## config.mk

```make
export PLATFORM = sky130hd
export DESIGN_NAME = pwm_duty_scheduler
export DESIGN_NICKNAME = d
export VERILOG_FILES = /design/src/rtl/pwm_pkg.sv /design/src/rtl/pwm_prescaler.sv /design/src/rtl/pwm_duty_scheduler.sv
export SDC_FILE = /design/constraint.sdc
export NUM_CORES = 1
export LEC_CHECK = 0
export ABC_AREA = 0
export CAP_MARGIN = 20
export CORE_UTILIZATION = 57
export CTS_BUF_LIST = sky130_fd_sc_hd__clkbuf_2 sky130_fd_sc_hd__clkbuf_4 sky130_fd_sc_hd__clkbuf_8
export CTS_CLUSTER_DIAMETER = 50
export DETAILED_ROUTE_END_ITERATION = 7
export PLACE_DENSITY = 0.82
export SYNTH_ARGS = -nofsm -noshare
export SYNTH_HDL_FRONTEND = slang
export SYNTH_SLANG_ARGS = --single-unit
```

## constraint.sdc

```tcl
create_clock -name clk -period 3.1 [get_ports clk]
set_clock_uncertainty 0.1 [all_clocks]
set_input_delay 0.62 -clock clk [delete_from_list [all_inputs] [get_ports clk]]
set_output_delay 0.62 -clock clk [all_outputs]
set_load 0.03 [all_outputs]
```

## src/rtl/pwm_pkg.sv

```systemverilog
// pwm_pkg: shared widths, state type and helpers
// for the pwm duty scheduler slice.
package pwm_pkg;

  localparam int DEF_CNT_W = 10;
  localparam int DEF_PRE_W = 16;

  typedef enum logic [1:0] {
    IDLE,
    PRIME,
    RUN,
    DRAIN
  } state_t;

  function automatic int period_last(input int w);
    return (1 << w) - 1;
  endfunction

  localparam int PERIOD_LAST = period_last(DEF_CNT_W);

endpackage

```

## src/rtl/pwm_prescaler.sv

```systemverilog
// pwm_prescaler: free-running divider that strobes
// tick once every limit+1 enabled clocks.
module pwm_prescaler
  import pwm_pkg::*;
#(
  parameter int PRE_W = DEF_PRE_W
) (
  input  logic             clk,
  input  logic             reset,
  input  logic             en,
  input  logic             clr,
  input  logic [PRE_W-1:0] limit,
  output logic             tick
);

  logic [PRE_W-1:0] count;

  assign tick = en & (count == limit);

  // count 0..limit while enabled, wrap on tick
  always_ff @(posedge clk) begin
    if (reset || clr) begin
      count <= '0;
    end else if (tick) begin
      count <= '0;
    end else if (en) begin
      count <= count + 1'b1;
    end
  end

endmodule

```

## src/rtl/pwm_duty_scheduler.sv

```systemverilog
// pwm_duty_scheduler: fetches duty samples, double
// buffers them and commits on pwm period boundaries.
module pwm_duty_scheduler
  import pwm_pkg::*;
#(
  parameter int CNT_W = DEF_CNT_W,
  parameter int PRE_W = DEF_PRE_W
) (
  input  logic             clk,
  input  logic             reset,
  input  logic             enable,
  input  logic [PRE_W-1:0] prescale,
  input  logic [CNT_W-1:0] sample_in,
  input  logic             sample_valid,
  output logic             sample_req,
  output logic             pwm_tick,
  output logic [CNT_W-1:0] duty_out,
  output logic             period_start,
  output logic             underrun,
  input  logic             underrun_clr,
  output logic             busy
);

  localparam logic [CNT_W-1:0] LAST =
    CNT_W'(period_last(CNT_W));

  state_t           state;
  state_t           state_nxt;
  logic [PRE_W-1:0] pre_lat;
  logic [CNT_W-1:0] phase;
  logic [CNT_W-1:0] shadow;
  logic             shadow_full;
  logic             running;
  logic             xfer;
  logic             bnd;
  logic             load_pre;
  logic             start;
  logic             under_set;

  assign running = (state == RUN) ||
                   (state == DRAIN);
  assign xfer = sample_req & sample_valid;
  assign bnd = pwm_tick & (phase == LAST);
  assign period_start =
    pwm_tick & (phase == '0);
  assign busy = (state != IDLE);
  assign under_set =
    bnd & ~shadow_full & ~xfer;

  pwm_prescaler #(
    .PRE_W(PRE_W)
  ) u_pre (
    .clk  (clk),
    .reset(reset),
    .en   (running),
    .clr  (start),
    .limit(pre_lat),
    .tick (pwm_tick)
  );

  // state register
  always_ff @(posedge clk) begin
    if (reset) begin
      state <= IDLE;
    end else begin
      state <= state_nxt;
    end
  end

  // next state, sample request, control strobes
  always_comb begin
    state_nxt  = state;
    sample_req = 1'b0;
    load_pre   = 1'b0;
    start      = 1'b0;
    unique case (state)
      IDLE: begin
        if (enable) begin
          load_pre  = 1'b1;
          state_nxt = PRIME;
        end
      end
      PRIME: begin
        sample_req = 1'b1;
        if (sample_valid) begin
          start     = 1'b1;
          state_nxt = RUN;
        end else if (!enable) begin
          state_nxt = IDLE;
        end
      end
      RUN: begin
        sample_req = ~shadow_full;
        if (!enable) begin
          state_nxt = DRAIN;
        end
      end
      DRAIN: begin
        if (bnd) begin
          state_nxt = IDLE;
        end
      end
    endcase
  end

  // prescale latch, phase, shadow and commit
  always_ff @(posedge clk) begin
    if (reset) begin
      pre_lat     <= '0;
      phase       <= '0;
      shadow      <= '0;
      shadow_full <= 1'b0;
      duty_out    <= '0;
    end else begin
      if (load_pre) begin
        pre_lat <= prescale;
      end
      if (start) begin
        duty_out    <= sample_in;
        phase       <= '0;
        shadow_full <= 1'b0;
      end else if (pwm_tick) begin
        phase <= phase + 1'b1;
      end
      if (bnd) begin
        if (shadow_full) begin
          duty_out    <= shadow;
          shadow_full <= 1'b0;
        end else if (xfer) begin
          duty_out <= sample_in;
        end
      end else if (xfer && state == RUN) begin
        shadow      <= sample_in;
        shadow_full <= 1'b1;
      end
    end
  end

  // sticky underrun, set wins over clear
  always_ff @(posedge clk) begin
    if (reset) begin
      underrun <= 1'b0;
    end else if (under_set) begin
      underrun <= 1'b1;
    end else if (underrun_clr) begin
      underrun <= 1'b0;
    end
  end

endmodule

```

# Word level (Yosys, flattened, before mapping)
# Index checks and enable logic that the tools add are counted.
[op_classes]
muxes = 21
eq_ne = 9
reduce_logical = 11
bitwise = 9
n_addsub = 2
[op_table]
columns = ["cell", "count"]
rows = [
  ["10-bit 2-to-1 mux", 4],
  ["16-bit by 1-bit adder with 16-bit output, second input constant", 1],
  ["16-bit equality test", 1],
  ["10-bit by 1-bit adder with 10-bit output, second input constant", 1],
  ["10-bit equality test, second input constant", 1],
  ["10-bit zero test", 1],
  ["1-bit 2-to-1 mux", 10],
  ["2-bit 2-to-1 mux", 5],
  ["2-bit case mux with 4 select lines", 1],
  ["1-bit bitwise AND", 6],
  ["2-bit != test, second input constant", 3],
  ["2-bit equality test, second input constant", 2],
  ["4-bit AND reduction", 1],
  ["2-bit nonzero test", 2],
  ["2-bit OR reduction", 2],
  ["3-bit != test, second input constant", 1],
  ["1-bit NOT", 3],
  ["2-bit by 1-bit equality test with 1-bit output, second input constant", 1],
  ["2-bit zero test", 1],
  ["1-bit logical OR", 2],
  ["1-bit case mux with 2 select lines", 1],
  ["2-bit AND reduction", 1],
  ["1-bit logical AND", 1],
]
[word_totals]
wordCells = 60
out_inout_bits = 15
ff_bits = 66
inputBits = 31

# Depth between registers and ports, before layout
[logic_depth]
word_depth = 7
mapped_depth = 11
mapped_depth_nobuf = 8

# Modules after synthesis
# From an unflattened synthesis, not the netlist that was laid out.
[hier_totals]
hier_cells = 382
area_unflattened_um2 = 3414.5
[modules_own_cells]
columns = ["module", "n_inst", "seq_area_each_um2", "cells_each", "area_per_inst_um2"]
rows = [
  ["pwm_duty_scheduler", 1, 1001.0, 278, 2382.3],
  ["pwm_prescaler", 1, 320.3, 104, 1032.2],
]

# Least setup slack after synthesis
# Ideal clock, no wire load.
[synth_timing]
kind = "register to output"
start = "register state[0]"
end = "output port period_start"
arrival_time_ns = 2.060
required_ns = 2.380
setup_slack_ns = 0.320
n_path_buf = 1
stages_incl_launch_ff = 8
path_cell_list = "dfxtp_1 inv_1 ha_1 or2_2 clkbuf_1 and2_1 nand4_1 nor3_1"
[synth_via]
elab_chain_len = 4
elab_cells_between_ends = 5
cone_classes = "eq/ne (2); bitwise (2); reduce/logical (1)"
[synth_rtl]
columns = ["element", "line_no", "text"]
rows = [
  ["from (decl)", "pwm_duty_scheduler.sv:27", "state_t state;"],
  ["from (signal assigned)", "pwm_duty_scheduler.sv:66", "state <= state_nxt;"],
  ["2-bit equality test (on tied branches)", "pwm_duty_scheduler.sv:40, pwm_duty_scheduler.sv:41", ""],
  ["1-bit logical OR (*)", "pwm_duty_scheduler.sv:40", "assign running = (state == RUN) ||"],
  ["1-bit bitwise AND (*)", "pwm_prescaler.sv:18", "assign tick = en & (count == limit);"],
  ["1-bit bitwise AND (*)", "pwm_duty_scheduler.sv:45", "pwm_tick & (phase == '0);"],
  ["to (decl)", "pwm_duty_scheduler.sv:18", "output logic period_start,"],
]
# Every way passes the cells marked *; elsewhere a longest branch is shown, timed or not.

# Worst setup path after layout
[layout_timing]
start = "register state[0]"
end = "output port sample_req"
[layout_via]
elab_chain_len = 2
elab_cells_between_ends = 3
cone_classes = "eq/ne (2); mux (1)"
[layout_rtl]
columns = ["element", "line_no", "text"]
rows = [
  ["2-bit equality test or 2-bit by 1-bit equality test with 1-bit output (tied branches)", "pwm_duty_scheduler.sv:76", "unique case (state)"],
  ["1-bit case mux with 2 select lines (*)", "pwm_duty_scheduler.sv:76", ""],
  ["to (decl)", "pwm_duty_scheduler.sv:15", "output logic sample_req,"],
]
# Marked as above.

==> reports/results.tsv <==
metric	value	unit
grt_max_degree	54	
synth_top_cell_area_share	38.8	%
antenna_left	0	
drt_iter0_drc	128	
rows	27	
final_cell_area	4200	sq um
r2r_slack	0.42	ns
cp.arrival	2.17	ns
fillers	427	
final_cell_mix	dfxtp_1 (65), nand2_1 (48), clkdlybuf4s50_1 (43), nor2_1 (29), a21oi_1 (28)	
cp_cell_sequence	inv_1 -> ha_1 -> nor2b_1 -> o21a_1 -> clkdlybuf4s50_1	
cts_sinks	66	
placed_cell_area	3950	sq um
grt_antenna_before_repair	0	
num_antenna_cells	0	
finalSetupViolations	0	
rsz0062_at_grt	no	
ys_ff_latch	66	
path_max_fanout	6	
area_delta_synth_final	23.3	%
maxCapViolCount	0	
required	2.38	ns
clkLatencyLatePin	0.35	ns
synth-async-reset-ratio	0	%
grt_pass1_vias	2851	
pin_count	46	
crit_path_end	sample_req	
crit_path_top_delay_cell	clkdlybuf4s50_1	
relSlewSlack	59.9	%
die_y	79.3	um
gp_congestion	0.806	
totalWireLength	7810	um
path_class	reg -> out	
core_area	5640	sq um
dr.pass1.iters	5	
grt_overflow	0	
start_kind	register	
p_leak	0.00166	uW
ys.flop_type	dfxtp_1	
port_buffers	45	
power.density	509	nW/um^2
grt_pass1_wl	13100	um
globalRouteTotalUtil	27.3	%
cp_slowest_stage_delay	0.69	ns
tightest_slew	0.602	ns
start_util	60.3	%
vias	2922	
cts_buffers	9	
slew_violations	0	
synthesis.nets	433	
synth-edff-count	0	
fmax	346	MHz
wl_per_cell	15.1	um
nets	479	
fin_crit	2.89	ns
ir_drop	315	uV
cts.path.max_buffers	2	
stdcell_count	517	
hold_viol	0	
synth_area_per_cell	8.64	sq um
synth_area_leaders	dfxtp_1 (39%), mux2i_1 (6.2%), xor2_1 (5.4%)	
clkTransAtPathRegs	0.08	ns
root_buffer	clkbuf_8	
route.detailed.drc	0	
vias_per_cell	5.65	
h-tree-depth	3	
min_path_type	reg -> reg	
end_kind	primary output	
r2r_end	u_pre.count[4]$_SDFFE_PP0P_	
dieArea	6280	sq um
crit_start	state[0]$_SDFFE_PP0P_	
synth-warning-count	0	
finalPower	2140	uW
layout_commonest_cell	dfxtp_1	
ff2ff_path_depth	6	
yosysTopAreaCell	dfxtp_1	
status	completed	
drive_gt1_share	10.8	%
period_share	93.3	%
synth_area	3400	sq um
die_width	79.3	um
synth_cell_types	39	
synthCells	394	
cts_tree	done	
reg2reg_from	u_pre.count[10]$_SDFFE_PP0P_	
hpwlAfterDp	5310	um
yosysSeqAreaShare	38.8	%
setup_tns	0	ns
dp.cells	500	
[kinds of logic (layout without fill, tap and decap cells)]
kind of cell | Yosys count | count (layout) | synth area share [%]
AOI/OAI and AO/OA | 61 | 61 | 11.4
xor gates and xnor gates | 33 | 33 | 8.49
adders and majority gates | 8 | 8 | 2.94
buffers and inverters | 35 | 86 | 4.19
DFF | 66 | 66 | 38.8
muxes | 32 | 32 | 9.82
and+or+nand+nor | 159 | 159 | 24.3
[flip-flops by register name (all words and copies together) (netlist names), named ones only]
name         count
duty_out        10
phase           10
pre_lat         16
shadow          10
shadow_full      1
state            1
u_pre.count     16
underrun         1
[power breakdown]
part,leakage (uW),switching (uW),internal (uW)
clock network,0.000124,361,542
registers,0.000535,24.2,877
logic,0.000996,183,152
total,0.00166,567,1570
[how the worst min path moves through the flow]
stage / start / end / slack [ns] / cells after the start
CTS: pre_lat[15]$_SDFFE_PP0P_ / pre_lat[15]$_SDFFE_PP0P_ / 0.37 / 2
floorplan: pre_lat[10]$_SDFFE_PP0P_ / pre_lat[10]$_SDFFE_PP0P_ / 0.35 / 2
global route: pre_lat[12]$_SDFFE_PP0P_ / pre_lat[12]$_SDFFE_PP0P_ / 0.40 / 2
global placement: pre_lat[15]$_SDFFE_PP0P_ / pre_lat[15]$_SDFFE_PP0P_ / 0.36 / 2
detailed placement: pre_lat[2]$_SDFFE_PP0P_ / pre_lat[2]$_SDFFE_PP0P_ / 0.36 / 2
finish: pre_lat[12]$_SDFFE_PP0P_ / pre_lat[12]$_SDFFE_PP0P_ / 0.37 / 2
[synthesized netlist by cell type (all sizes together) (2+ instances only)]
master  number
nand4        8
dfxtp       66
and3        12
and4         2
ha           8
nor2b        3
a211oi      20
clkbuf      18
a21oi       28
inv         12
xnor2       12
xor2        21
o31ai        3
o21ai        5
nor2        29
nor4         6
and2         3
mux2        11
buf          5
nor3         8
or4          4
nand3        9
mux2i       21
nand2       48
nand2b      21
or3          4
[per-layer routing]
metal | routed length [um] | GRT usage, %
met1 | 3580 | 33.8
met2 | 3780 | 45.5
met3 | 338 | 7.82
met4 | 113 | 8.91
met5 | 0 | 0
[per-stage QoR]
step	utilization, %	hold WS, ns	setup WS [ns]
after global placement	69.9	0.359	0.256
after global routing	74.4	0.397	0.0811
final	74.4	0.374	0.207
after detailed placement	69.9	0.361	0.184
after floorplan	-	0.348	0.320
after CTS	74.3	0.373	0.0447
[worst max-delay path, delay by kind of cell (launching register included)]
kind                     cells  cell delay [ns]
buffers and inverters        2             0.80
adder cells (fa/ha/maj)      1             0.24
AO/OA/AOI/OAI                1             0.21
AND/OR/NAND/NOR              1             0.21
flip-flops                   1             0.36
[area by class of cell]
type / count / area [sq um] / area share [%]
multi-input cells: 293 / 1950 / 46.4
flip-flops and latches: 66 / 1320 / 31.5
repair buffers: 58 / 542 / 12.9
clock inverters: 7 / 125 / 2.98
clock buffers: 9 / 124 / 2.95
well taps: 72 / 90.1 / 2.15
inverters: 12 / 45.0 / 1.07
[timing repair]
| item | CTS | global route |
|---|---|---|
| setup buffers | 0 | 1 |
| pin swaps | 0 | 1 |
| endpoints found under the setup margin | 2 | 2 |
| resized for setup | 2 | 4 |
| hold buffers | 0 | 0 |
No activity file was read; power rests on OpenSTA's default activity.
